**config.mk**
```make
export PLATFORM = sky130hd
export DESIGN_NAME = instruction_fetch_unit
export DESIGN_NICKNAME = d
export VERILOG_FILES = /design/src/rtl/mips_pkg.sv /design/src/rtl/fetch_fifo.sv /design/src/rtl/instruction_fetch_unit.sv
export SDC_FILE = /design/constraint.sdc
export NUM_CORES = 1
export LEC_CHECK = 0
export CAP_MARGIN = 15
export CORE_UTILIZATION = 45
export CTS_CLUSTER_DIAMETER = 80
export DETAILED_ROUTE_END_ITERATION = 10
export PLACE_DENSITY = 0.69
export SYNTH_ARGS = -nofsm -noshare
export SYNTH_HDL_FRONTEND = slang
export SYNTH_HIERARCHICAL = 1
export SYNTH_SLANG_ARGS = --single-unit
```
**constraint.sdc**
```tcl
create_clock -name clk -period 9.52 [get_ports clk]
set_clock_uncertainty 0.2 [all_clocks]
set_input_delay 1.904 -clock clk [delete_from_list [all_inputs] [get_ports clk]]
set_output_delay 1.904 -clock clk [all_outputs]
set_load 0.05 [all_outputs]
```
**src/rtl/mips_pkg.sv**
```systemverilog
// Shared fetch-path types and constants: address/instruction widths, the PC step
// and the {pc, word} record held in the instruction buffer.
package mips_pkg;
  localparam int ADDR_W  = 32;
  localparam int INSTR_W = 32;
  localparam logic [ADDR_W-1:0]  PC_INCR          = 32'd4;
  localparam logic [ADDR_W-1:0]  DEF_RESET_VECTOR = 32'h0000_0000;
  localparam logic [INSTR_W-1:0] INSTR_NOP        = 32'h0000_0000;

  typedef struct packed {
    logic [ADDR_W-1:0]  pc;
    logic [INSTR_W-1:0] word;
  } ibuf_entry_t;

  function automatic logic [ADDR_W-1:0] word_align(input logic [ADDR_W-1:0] a);
    return a & ~ADDR_W'(3);
  endfunction
endpackage

```
**src/rtl/fetch_fifo.sv**
```systemverilog
// Small synchronous FIFO with flush; head is readable combinationally and a
// push into a full FIFO is accepted only when a pop frees a slot in the same cycle.
module fetch_fifo #(
  parameter  int WIDTH = 32,
  parameter  int DEPTH = 4,
  localparam int AW    = (DEPTH > 1) ? $clog2(DEPTH) : 1,
  localparam int CW    = $clog2(DEPTH + 1)
) (
  input  logic             clk,
  input  logic             reset,
  input  logic             push,
  input  logic [WIDTH-1:0] push_data,
  input  logic             pop,
  input  logic             flush,
  output logic [WIDTH-1:0] head_data,
  output logic [CW-1:0]    count,
  output logic             full,
  output logic             empty
);
  logic [DEPTH-1:0][WIDTH-1:0] mem_q, mem_d;
  logic [AW-1:0]               wr_ptr_q, wr_ptr_d, rd_ptr_q, rd_ptr_d;
  logic [CW-1:0]               cnt_q, cnt_d;
  logic                        do_push, do_pop;

  function automatic logic [AW-1:0] ptr_inc(input logic [AW-1:0] p);
    return (p == AW'(DEPTH - 1)) ? '0 : p + AW'(1);
  endfunction

  assign full      = (cnt_q == CW'(DEPTH));
  assign empty     = (cnt_q == '0);
  assign count     = cnt_q;
  assign head_data = mem_q[rd_ptr_q];

  always_comb begin
    do_pop   = pop & ~empty;
    do_push  = push & (~full | do_pop);
    mem_d    = mem_q;
    wr_ptr_d = wr_ptr_q;
    rd_ptr_d = rd_ptr_q;
    cnt_d    = cnt_q;
    if (flush) begin
      wr_ptr_d = '0;
      rd_ptr_d = '0;
      cnt_d    = '0;
    end else begin
      if (do_push) begin
        mem_d[wr_ptr_q] = push_data;
        wr_ptr_d        = ptr_inc(wr_ptr_q);
      end
      if (do_pop) rd_ptr_d = ptr_inc(rd_ptr_q);
      case ({do_push, do_pop})
        2'b10:   cnt_d = cnt_q + CW'(1);
        2'b01:   cnt_d = cnt_q - CW'(1);
        default: cnt_d = cnt_q;
      endcase
    end
  end

  always_ff @(posedge clk) begin
    if (!reset) begin
      wr_ptr_q <= '0;
      rd_ptr_q <= '0;
      cnt_q    <= '0;
    end else begin
      wr_ptr_q <= wr_ptr_d;
      rd_ptr_q <= rd_ptr_d;
      cnt_q    <= cnt_d;
    end
  end

  // Storage needs no reset: only entries below cnt_q are ever observed.
  always_ff @(posedge clk) mem_q <= mem_d;
endmodule

```
**src/rtl/instruction_fetch_unit.sv**
```systemverilog
// Fetch sequencer: drives the PC, issues in-order imem reads under a credit limit,
// buffers returned words with their PCs and drops stale responses after a redirect.
module instruction_fetch_unit
  import mips_pkg::*;
#(
  parameter logic [ADDR_W-1:0] RESET_VECTOR = DEF_RESET_VECTOR,
  parameter int                IBUF_DEPTH   = 4,
  parameter int                MAX_OUTSTAND = 2
) (
  input  logic               clk,
  input  logic               reset,
  input  logic [ADDR_W-1:0]  pc_address,
  output logic [ADDR_W-1:0]  next_address,
  output logic               imem_req_valid,
  input  logic               imem_req_ready,
  output logic [ADDR_W-1:0]  imem_req_addr,
  input  logic               imem_resp_valid,
  input  logic [INSTR_W-1:0] imem_resp_data,
  input  logic               redirect_valid,
  input  logic [ADDR_W-1:0]  redirect_target,
  output logic               inst_valid,
  input  logic               inst_ready,
  output logic [INSTR_W-1:0] inst_data,
  output logic [ADDR_W-1:0]  inst_pc
);
  localparam int IBW = $clog2(IBUF_DEPTH + 1);
  localparam int PCW = $clog2(MAX_OUTSTAND + 1);
  localparam int SW  = $clog2(IBUF_DEPTH + MAX_OUTSTAND + 1);

  ibuf_entry_t       ibuf_wr, ibuf_head;
  logic [ADDR_W-1:0] pend_head;
  logic [IBW-1:0]    ibuf_cnt;
  logic [PCW-1:0]    pend_cnt, drop_cnt_q, drop_cnt_d;
  logic [SW-1:0]     live_cnt;
  logic              ibuf_full, ibuf_empty, pend_full, pend_empty;
  logic              credit_ok, req_fire, resp_ok, resp_keep, inst_fire;

  assign imem_req_addr = pc_address;
  assign ibuf_wr       = '{pc: pend_head, word: imem_resp_data};
  assign inst_pc       = ibuf_head.pc;

  always_comb begin
    // Words already in the buffer plus non-stale reads still in flight must fit.
    live_cnt       = SW'(pend_cnt) - SW'(drop_cnt_q) + SW'(ibuf_cnt);
    credit_ok      = ~pend_full & ~ibuf_full & (live_cnt < SW'(IBUF_DEPTH));
    imem_req_valid = reset & ~redirect_valid & credit_ok;
    req_fire       = imem_req_valid & imem_req_ready;
    resp_ok        = reset & imem_resp_valid & ~pend_empty;
    resp_keep      = resp_ok & (drop_cnt_q == '0) & ~redirect_valid;
    inst_valid     = reset & ~ibuf_empty;
    inst_fire      = inst_valid & inst_ready & ~redirect_valid;
    inst_data      = inst_valid ? ibuf_head.word : INSTR_NOP;

    drop_cnt_d = drop_cnt_q;
    if (redirect_valid)                 drop_cnt_d = pend_cnt - PCW'(resp_ok);
    else if (resp_ok && drop_cnt_q != '0) drop_cnt_d = drop_cnt_q - PCW'(1);

    if (!reset)              next_address = RESET_VECTOR;
    else if (redirect_valid) next_address = word_align(redirect_target);
    else if (req_fire)       next_address = pc_address + PC_INCR;
    else                     next_address = pc_address;
  end

  always_ff @(posedge clk) begin
    if (!reset) drop_cnt_q <= '0;
    else        drop_cnt_q <= drop_cnt_d;
  end

  always_ff @(posedge clk) begin
    if (reset && imem_resp_valid)
      assert (!pend_empty) else $error("imem response with no pending request");
  end

  fetch_fifo #(.WIDTH($bits(ibuf_entry_t)), .DEPTH(IBUF_DEPTH)) ibuf (
    .clk       (clk),
    .reset     (reset),
    .push      (resp_keep),
    .push_data (ibuf_wr),
    .pop       (inst_fire),
    .flush     (redirect_valid),
    .head_data (ibuf_head),
    .count     (ibuf_cnt),
    .full      (ibuf_full),
    .empty     (ibuf_empty)
  );

  fetch_fifo #(.WIDTH(ADDR_W), .DEPTH(MAX_OUTSTAND)) pend_q (
    .clk       (clk),
    .reset     (reset),
    .push      (req_fire),
    .push_data (pc_address),
    .pop       (resp_ok),
    .flush     (1'b0),
    .head_data (pend_head),
    .count     (pend_cnt),
    .full      (pend_full),
    .empty     (pend_empty)
  );
endmodule
```
Yosys cells after proc, flatten, opt, wreduce, memory -nomap -nowiden:

Cells that the tools add are included.

* bits in registers: 333
* bits of input ports: 102
* output and inout port bits: 130
* logic and storage cells: 99

* add/sub/neg operators: 13
* $lt $le $gt $ge: 7
* equal/unequal tests: 8
* mux-type cells: 22
* bitwise logic cells: 24
* reduce and logical (&&, ||, !) cells: 12

Operators by type and width (number)
* $bwmux 256: 1
* $mux 32: 7
* $bmux 64 s2: 1
* $demux 64 s2: 1
* $mux 64: 2
* $bwmux 64: 1
* $add 32x3->32 const B: 1
* $demux 32 s1: 1
* $and 1x1->1: 16
* $eq 2x2->1 const B: 5
* $mux 2: 4
* $reduce_bool 2->1: 4
* $add 2x1->2 const B: 3
* $lt 2x3->1 const B: 2
* $not 1->1: 6
* $pmux 3 s2: 1
* $eq 2x1->1 const B: 2
* $logic_not 2->1: 2
* $lt 1x2->1 const B: 2
* $pmux 2 s2: 1
* $sub 2x1->2 const B: 2
* $add 3x1->3 const B: 1
* $add 3x3->3: 1
* $eq 3x3->1 const B: 1
* 13 further kinds: 18

Logic depth before layout (Yosys ltp):

* depth in word-level cells: 10
* mapped depth: 12
* mapped depth without buffers: 12

By module:

The synthesis kept the hierarchy.

Modules (own cells, without submodules)
* fetch_fifo (ibuf): instances 1, cells each 387, area each 9679.3 um^2, sequential area each 7827.5 um^2
* fetch_fifo (pend_q): instances 1, cells each 125, area each 2513.7 um^2, sequential area each 2001.9 um^2
* instruction_fetch_unit: instances 1, cells each 292, area each 1934.4 um^2, sequential area each 40.0 um^2

Least setup slack after synthesis:

Ideal clock, no wire load.

* path type: input to register
* start: in reset
* end: reg ibuf/mem_q[0] in the netlist's numbering (enable)
* setup time: 0.578 ns
* arrival time: 7.566 ns
* data required time: 8.742 ns
* slack: 1.177 ns
* cell stages on the path: 7
* path buffers: 1
* path through: buf_2 -> nand2_1 -> or2_2 -> inv_1 -> and3_1 -> o41ai_4 -> nor3b_1

* elaborated cells between the ends (all ways): 11
* classes of those cells: 10 x bitwise; 1 x reduce/logical

RTL lines
* start: declaration: RTL line instruction_fetch_unit.sv:11 `input logic reset,`
* $and 1x1->1 (2 in a row): RTL line instruction_fetch_unit.sv:48 `resp_ok = reset & imem_resp_valid & ~pend_empty;`
* via resp_ok: RTL line instruction_fetch_unit.sv:36 `logic credit_ok, req_fire, resp_ok, resp_keep, inst_fire;`
* $and 1x1->1 (2 in a row): RTL line instruction_fetch_unit.sv:49 `resp_keep = resp_ok & (drop_cnt_q == '0) & ~redirect_valid;`
* via resp_keep: RTL line instruction_fetch_unit.sv:36
* $and 1x1->1: RTL line fetch_fifo.sv:36 `do_push = push & (~full | do_pop);`
* $reduce_and 2->1 (no source line)
* end signal: assignment: RTL line fetch_fifo.sv:72 `always_ff @(posedge clk) mem_q <= mem_d;`
* end: declaration: RTL line fetch_fifo.sv:20 `logic [DEPTH-1:0][WIDTH-1:0] mem_q, mem_d;`

The timed path passes the listed nets, and every way through them passes these cells.
A chain may end at the register's enable or synchronous reset.

Final worst setup path:

* start: in reset
* end: out next_address[30]

* cells in the longest elaborated chain, start to end: 6

Ends and longest elaborated chain
* $and 1x1->1 (2 in a row): RTL line instruction_fetch_unit.sv:46 `imem_req_valid = reset & ~redirect_valid & credit_ok;`
* $and 1x1->1: RTL line instruction_fetch_unit.sv:47 `req_fire = imem_req_valid & imem_req_ready;`
* $mux 32: RTL line instruction_fetch_unit.sv:60 `else if (req_fire) next_address = pc_address + PC_INCR;`
* $mux 32: RTL line instruction_fetch_unit.sv:59 `else if (redirect_valid) next_address = word_align(redirect_target);`
* $mux 32 *: RTL line instruction_fetch_unit.sv:58 `if (!reset) next_address = RESET_VECTOR;`
* end: declaration: RTL line instruction_fetch_unit.sv:13 `output logic [ADDR_W-1:0] next_address,`

Mark *: on every way between the ends. The rest lies on a longest branch, timed or not.

==> metrics <==
filler instances=2401; Synth async-reset ratio=0%; worst setup margin=1.92 ns; Worst-path clk slew=0.06 ns; Iteration-0 DRC Markers=667; Die Y=179 um; critical path, cell by cell=clkdlybuf4s50_1, buf_4, nor4b_4, nand4_1, a2111oi_0, xnor2_1, a21oi_1, clkdlybuf4s50_1; Post-Synthesis Cells=804; commonest cells after routing, fill and taps aside=edfxtp_1, clkdlybuf4s50_1, mux4_2, and2_1, clkbuf_16; Yosys top cell area share=68.0%; largest net degree at the start of global routing=67; net switching power=0.000675 W; vias after detailed routing=8016; number of synthesized flops with an enable pin=320; initial antenna violation count=0; CTS H-tree lvls=2; RSZ-0062 raised after global routing=false; Pint=0.00248 W; Nets=1137; mapped cell area=0.0141 mm^2; top cells by area, synth=edfxtp_1, mux4_2, mux2_2, buf_4, dfxtp_1; Core Rows=64; Max Cap Viol=0; CP max FO=40; Tightest Hold Check Type=reg2reg; Initial Util=45.9%; Top FF cell, synth=edfxtp_1; sequential power share=50.8%; design area=0.0178 mm^2; Worst VDD drop=0.0000863 V; commonest non-fill, non-tap cell in the layout=edfxtp_1; antenna diode count=0; failing checks=design-rule violations; Gate power share=6.5%; clk buf depth=3; max-slew violation count=0; CP Launch Type=primary input; Post-CTS Setup Bufs=0; Lkg Pwr=5.62 nW; hold slack=0.325 ns; CTS buffer count=35; Post-DP Area=0.0167 mm^2; max incr delay on CP=0.82 ns; period utilisation layout=79.8%; DR vias/cell=5.55; Warnings, synthesis=6; port bufs=229; Total GRT Usage=19.5%; clk root buf=clkbuf_16; CP endpoint kind=primary output; crit-path most repeated cell=clkdlybuf4s50_1; hpwl dp=18900 um; first-pass GRT wire length=46500 um; GRT overflow=0; die area=0.0321 mm^2; status=finished, violations left; syn_area_per_cell=17.6 um^2; # resized after CTS=0; Antenna Violating Nets Remaining=0; post-synthesis cell type count=59; Die W=179 um; Bufs and invs on worst path=3; Fmax=132 MHz; later-pin clock latency in the skew report=0.51 ns; drt first pass iters=8; wire per inst=21.1 um; routed wire length=30500 um; Crit path max-delay family=buffers and inverters; GP Congestion=0.833; share of cells above drive strength 1=17.8%; Slew @ Worst Pin=1.10 ns; Area Overhead vs Synth=26.1%; switching part of the total=21.4%; setup tns final=0 ns; Clk pwr share=42.7%; power density over the cells=177 mW/mm^2; register bit count reported by yosys=333; dpl ws=1.92 ns; WP data arrival=5.49 ns; # setup viols final=0; CP max stage cell=clkdlybuf4s50_1; CTS hold repair buffers=0; core footprint=0.0307 mm^2; IO Count=232; DRC viols=28; Slew headroom=26.4%; Crit path required time=7.42 ns; critical path class=in2out; min Tclk post-route=7.60 ns; vias in the first global route=8239; TritonCTS clock tree=done; sequential cell area fraction in the yosys report=69.9%; Clock Sinks=333; leading area contributor after synthesis=edfxtp_1; final hold violation count=0
==> cells in the mapped netlist (8+ instances only) <==
library cell,n
edfxtp_1,320
nand4_1,11
and2_1,37
a21oi_1,25
ha_1,12
mux4_2,64
buf_4,37
nand3_1,15
xnor2_1,21
nor2_1,12
buf_2,13
dfxtp_1,13
mux2_2,33
nand2_1,18
clkbuf_1,14
nor3_1,9
o21ai_0,34
nor4_1,9
inv_1,17
a2111oi_0,8
==> power by group through the flow <==
stage               registers, W  clock network (W)  logic [W]
floorplan                0.00163                  0   0.000108
global placement         0.00163                  0   0.000203
detailed placement       0.00163                  0   0.000204
CTS                      0.00160            0.00138   0.000206
global route             0.00160            0.00143   0.000216
finish                   0.00160            0.00134   0.000205
==> tightest hold or removal path, stage by stage (launching register included) <==
cell,delay [ns]
dfxtp_1,0.34
nand2_1,0.07
mux2i_1,0.06
==> state kept, by name, summed over array words and instances, names as in the netlist <==
signal / cells
pend_q/mem_q: 64
ibuf/mem_q: 256
pend_q/count: 2
pend_q/wr_ptr_q: 1
ibuf/rd_ptr_q: 2
pend_q/rd_ptr_q: 1
ibuf/wr_ptr_q: 2
ibuf/count: 3
drop_cnt_q: 2
==> per-stage QoR <==
step                std cells  total power (W)  utilization (%)
global route             1444          0.00325             57.9
CTS                      1443          0.00318             57.9
finish                   1444          0.00315             57.9
floorplan                 806          0.00174                -
detailed placement       1379          0.00184             54.2
global placement         1379          0.00183             54.2
==> final timing paths <==
| kind | from | endpoint | slack, ns | cells past startpoint |
|---|---|---|---|---|
| setup / recovery | reset | next_address[30] | 1.92 | 8 |
| hold / removal | ibuf/wr_ptr_q[1] | ibuf/wr_ptr_q[1] | 0.33 | 2 |
| setup reg to reg | ibuf/count[1] | pend_q/mem_q[56] | 5.13 | 8 |
| hold reg to reg | ibuf/wr_ptr_q[1] | ibuf/wr_ptr_q[1] | 0.33 | 2 |
==> layout make-up <==
class	count	area, um^2	area share (%)
Clock buffer	40	895	5.02
Clock inverter	24	254	1.43
Inverter	18	67.6	0.379
Multi-Input combinational cell	391	3830	21.5
Sequential cell	333	9880	55.4
Tap cell	396	495	2.78
Timing Repair Buffer	242	2390	13.4
==> layer usage <==
layer  part of all wire [%]  GRT usage [%]
met4                    2.3           5.67
met1                     42           25.7
met5                      0              0
met3                    7.8           4.20
met2                     48           32.4
==> kinds of logic after synthesis <==
| logic type | synth area share [%] |
|---|---|
| flops | 69.9 |
| simple gates | 6.77 |
| mux | 13.0 |
| compound gates | 3.94 |
| buf+inv | 3.28 |
| xor+xnor | 1.74 |
| fa+ha+maj | 1.35 |
| other cells | 0.0265 |
Power figures use the tool's default switching activity.
==> RTL change 1 (config.mk and constraints unchanged) <==
Reset style: asynchronous (`reset`), changed in 2 clocked blocks.
--- a/src/rtl/fetch_fifo.sv
+++ b/src/rtl/fetch_fifo.sv
@@ -58,3 +58,3 @@
 
-  always_ff @(posedge clk) begin
+  always_ff @(posedge clk or negedge reset) begin
     if (!reset) begin
--- a/src/rtl/instruction_fetch_unit.sv
+++ b/src/rtl/instruction_fetch_unit.sv
@@ -63,3 +63,3 @@
 
-  always_ff @(posedge clk) begin
+  always_ff @(posedge clk or negedge reset) begin
     if (!reset) drop_cnt_q <= '0;
Check against the original RTL: differs if reset is asserted again (counterexample within 4 cycles, from zero or initial values and one cycle with reset low); with reset held inactive, the same outputs for 4 cycles.
==> RTL change 1 against the original RTL <==
The flow still finishes with violations (design-rule violations); cell count grew 0.28%; worst setup slack got worse by 0.12 ns; synthesized area up 0.77%; routed wire length decreased by 1.4%; design area up 0.11%; total power is 3.0% lower; worst hold slack gained 0.069 ns; die area rose by 0.76%; first-iteration DRC count fell by 30%; sequential cell count stayed put; clock power decreased by 7%; fmax shrank 1.5%.
==> RTL change 1: results (changes against the original RTL) <==
* Most common cell after layout, fill and taps aside: edfxtp_1
* Reg area at 0.009943 mm² (+0.66%)
* Fraction of the yosys area taken by sequential cells at 69.78% (-0.077 points)
* CTS Buffer Depth at 3 (unchanged)
* Mux contribution to synthesized area at 13.22% (+0.17 points)
* Met2 wire len at 14720 µm (-0.22%)
* Failing checks: design-rule violations
* Worst hold path type: register to register
* Worst-skew pair later-pin latency at 0.49 ns (-0.02 ns)
* Multi-In Gates at 394 (+0.77%)
* Global-route wire length before repair at 46710 µm (+0.46%)
* Post-Synth Adder-Cell Area at 1.160% (-0.19 points)
* Pleak at 5.682 nW (+1.2%)
* Area of the multi-input gates at 0.003849 mm² (+0.36%)
* Status: finished, violations left
* Metal-1 WL at 12800 µm (+1.1%)
* Synth async-reset ratio at 3.904% (+3.9 points)
* # clk buffers at 41 (+2.5%)
* Tot GR Track Use at 18.82% (-0.66 points)
* CTS buffer count at 36 (+2.9%)
* Total number of vias at 7926 (-1.1%)
* Nets@finish at 1140 (+0.26%)
* Drt first pass iters at 9 (+1)
* Non-clock inverters at 17 (-1)
* Synth unique cells at 63 (+6.8%)
* Non-Clock Buffer Area Fraction at 13.55% (+0.12 points)
* Worst path arrival time at 5.61 ns (+0.12 ns)
* Max incr delay on CP at 0.87 ns (+0.05 ns)
* # DRC at 15 (-46%)
* Compound-Gate Fraction of Synth Area at 4.992% (+1.1 points)
* Synth top cells by count: edfxtp_1, mux4_2, buf_4, and2_1, o21ai_0
* Starting DRT DRC Count at 466 (-30%)
* FFs & Latches at 333 (unchanged)
* Plain + repair buffers at 244 (+0.83%)
* Dpl hpwl at 18660 µm (-1.1%)
* Number of global-route vias before repair at 8337 (+1.2%)
* Peak VDD IR at 0.1030 mV (+19%)
* Synth top area cells: edfxtp_1, mux4_2, mux2_2
* Synth-to-Final Area Change at 25.30%
* Synth Area in XOR/XNOR at 0.8613% (-0.87 points)
* Largest fanout on the critical path at 34 (-15%)
* Pre-CTS setup slack at 1.811 ns (-0.1136 ns)
* Share of layout cells above drive strength 1 at 18.16% (+0.31 points)
* ClkCell Share at 5.997% (-0.45 points)
* Fillers at 2375 (-1.1%)
* Area post-placement at 0.01677 mm² (+0.66%)
-- RTL change 1: cell count changes in the layout (fill, tap and decap cells not counted), sizes merged, moves of 9 or more --
cell,unedited run,this run
a211oi,0,9
dfrtp,0,13
nand3,16,6
a31oi,4,13
dfxtp,13,0
xnor2,21,12
-- RTL change 1: per-stage QoR --
step                instances  utilization, %
floorplan                 817               -
global placement         1384           54.39
detailed placement       1384           54.39
CTS                      1448           57.86
global route             1448           57.86
finish                   1448           57.86
-- RTL change 1: final timing paths --
path / from / endpoint / slack, ns / cells past startpoint
worst max-delay path: redirect_valid / next_address[22] / 1.80 / 8
worst min-delay path: pend_q/mem_q[34]$_DFFE_PP_ / ibuf/mem_q[34]$_DFFE_PP_ / 0.39 / 1
worst max register to register: ibuf/count[1]$_DFFE_PN0P_ / pend_q/mem_q[63]$_DFFE_PP_ / 4.84 / 10
worst min register to register: pend_q/mem_q[34]$_DFFE_PP_ / ibuf/mem_q[34]$_DFFE_PP_ / 0.39 / 1
max in group asynchronous: reset / ibuf/rd_ptr_q[0]$_DFFE_PN0P_ / 7.06 / 2
min in group asynchronous: reset / ibuf/wr_ptr_q[1]$_DFFE_PN0P_ / 1.68 / 2
-- RTL change 1: worst max-delay path, delay by kind of cell --
family          cells  cell delay, ns
compound gates      2            0.64
buf+inv             3            1.51
simple gates        3            1.54
-- RTL change 1: power by group --
part	internal, mW	total [mW]	switching, mW
logic	0.0794	0.203	0.124
registers	1.60	1.60	0.00130
clock network	0.713	1.25	0.538
total	2.39	3.06	0.664
-- RTL change 1: metal layers --
metal / global-route usage (%) / vias to the layer above
met5: 0 / -
met4: 5.483 / 0
met3: 4.072 / 43
met2: 31.89 / 278
met1: 24.41 / 3960
li1: - / 3645
==> RTL change 2 (same settings) <==
Made on the original files. `INSTR_W`: 32 -> 40.
--- a/src/rtl/mips_pkg.sv
+++ b/src/rtl/mips_pkg.sv
@@ -4,3 +4,3 @@
   localparam int ADDR_W  = 32;
-  localparam int INSTR_W = 32;
+  localparam int INSTR_W = 40;
   localparam logic [ADDR_W-1:0]  PC_INCR          = 32'd4;
Interface: changed (resized imem_resp_data and inst_data); port bits go from 232 to 248. The function was not compared with the original's and may differ.
==> RTL change 2 against the original RTL <==
Register-to-register slack improved by 0.82 ns; sequential cell count rose by 32; design area rose by 8.6%; synthesized cell count rose by 6.5%; total power rose by 9.6%; worst setup slack improved by 0.25 ns; routed wire length rose by 5.8%; largest power group unchanged; synthesized area rose by 8.4%.
==> RTL change 2: results (changes against the original RTL) <==
* CTS Buffer Depth at 3 (unchanged)
* Synth async-reset ratio at 0% (unchanged)
* Share of layout cells above drive strength 1 at 17.70% (-0.14 points)
* Number of global-route vias before repair at 8825 (+7.1%)
* Actual slew at the worst max-slew pin at 0.9963 ns (-0.1019 ns)
* Starting DRT DRC Count at 496 (-26%)
* DRT Wirelength at 32280 µm (+5.8%)
* Worst-path clk slew at 0.06 ns (about the same)
* Port Buffers at 245 (+7.0%)
* Area post-placement at 0.01807 mm² (+8.5%)
* Nets@finish at 1210 (+6.4%)
* Synth top cells by count: edfxtp_1, mux4_2, and2_1, buf_4, o21ai_0
* Top reg by flops: ibuf/mem_q
* Sw power at 697.8 µW (+3.4%)
* Synth unique cells at 55 (-6.8%)
* Tot GR Track Use at 18.67% (-0.81 points)
* Placed Instances at 1494 (+8.3%)
* Worst hold path type: register to register
* Largest fanout on the critical path at 21 (-48%)
* Worst-skew pair later-pin latency at 0.51 ns (about the same)
* Global-route wire length before repair at 50230 µm (+8.0%)
* Drt first pass iters at 5 (-3)
* Post-synth top flop: edfxtp_1
* Fillers at 2572 (+7.1%)
* Dpl hpwl at 19980 µm (+5.9%)
* CTS buffer count at 38 (+8.6%)
* Gate Count Post-Synth at 856 (+6.5%)
* Resize count post-CTS at 0 (unchanged)
* Fraction of the yosys area taken by sequential cells at 70.71% (+0.85 points)
* Largest net degree at the start of global routing at 68 (+1.5%)
* Synth top area cells: edfxtp_1, mux4_2, mux2_2
* Synth Warn # at 6 (unchanged)
* WL/cell at 20.68 µm (-2.1%)
* Total number of vias at 8494 (+6.0%)
* Max FFs per register at 288 (+13%)
* Gp weighted congestion at 0.7975 (-4.2%)
* Worst path arrival time at 5.25 ns (-0.24 ns)
* Pleak at 6.097 nW (+8.6%)
* Status: completed
* # Post-CTS Setup Buffers at 0 (unchanged)
* H-tree depth at 2 (unchanged)
* Peak VDD IR at 0.1073 mV (+24%)
* Post-synth EDFFs at 352 (+10%)
[RTL change 2: path summary, 6_finish.rpt]
path	slack (ns)	depth (start not counted)	end	start
setup / recovery	2.17	8	next_address[21]	redirect_valid
hold / removal	0.32	2	ibuf/wr_ptr_q[1]$_SDFFE_PP0P_	ibuf/wr_ptr_q[1]$_SDFFE_PP0P_
setup reg to reg	5.95	9	pend_q/count[1]$_SDFFE_PP0P_	ibuf/count[1]$_SDFFE_PP0P_
hold reg to reg	0.32	2	ibuf/wr_ptr_q[1]$_SDFFE_PP0P_	ibuf/wr_ptr_q[1]$_SDFFE_PP0P_
[RTL change 2: cell type report]
class	count	area (µm²)	share of cell area [%]
Sequential cell	365	10840	56.01
Multi-Input combinational cell	400	4015	20.75
Timing Repair Buffer	261	2585	13.36
Clock buffer	47	1049	5.418
Tap cell	448	560.5	2.897
Clock inverter	20	227.7	1.177
Inverter	20	75.07	0.3879
[RTL change 2: logic make-up (layout without fill, tap and decap cells)]
logic type      Yosys count  count (layout)  synth area share, %
flops                   365             365                70.71
simple gates            163             163                6.298
mux                     109             109                13.27
compound gates           94              94                4.109
buf+inv                  93             348                3.374
xor+xnor                 17              17               0.9720
fa+ha+maj                14              14                1.242
other cells               1               3              0.02448
[RTL change 2: per-layer routing]
metal / vias up / wire (µm) / global-route usage, %
met5: - / 0 / 0
met4: 0 / 673 / 5.265
met3: 46 / 1963 / 3.573
met2: 304 / 15550 / 30.81
met1: 4289 / 14090 / 25.37
li1: 3855 / - / -
[RTL change 2: through the flow]
| step | setup slack (ns) | power [mW] | utilization (%) |
|---|---|---|---|
| after global placement | 2.231 | 1.996 | 53.90 |
| after floorplan | 0.5697 | 1.899 | - |
| after global routing | 2.027 | 3.561 | 57.71 |
| after detailed placement | 2.222 | 1.998 | 53.90 |
| final | 2.169 | 3.453 | 57.71 |
| after CTS | 2.206 | 3.490 | 57.71 |
[RTL change 2: worst max-delay path: stages]
cell	delay [ns]
clkdlybuf4s50_1	0.39
buf_4	0.22
nor4b_4	0.37
and2_1	0.33
o2111ai_1	0.35
or3_1	0.41
a31oi_1	0.36
clkdlybuf4s50_1	0.90
[RTL change 2: power groups by stage]
stage / sequential (mW) / clock [mW] / combinational [mW]
6_report: 1.76 / 1.49 / 0.208
4_1_cts: 1.76 / 1.52 / 0.209
3_3_place_gp: 1.79 / 0 / 0.206
3_5_place_dp: 1.79 / 0 / 0.208
2_1_floorplan: 1.79 / 0 / 0.107
5_1_grt: 1.76 / 1.59 / 0.220
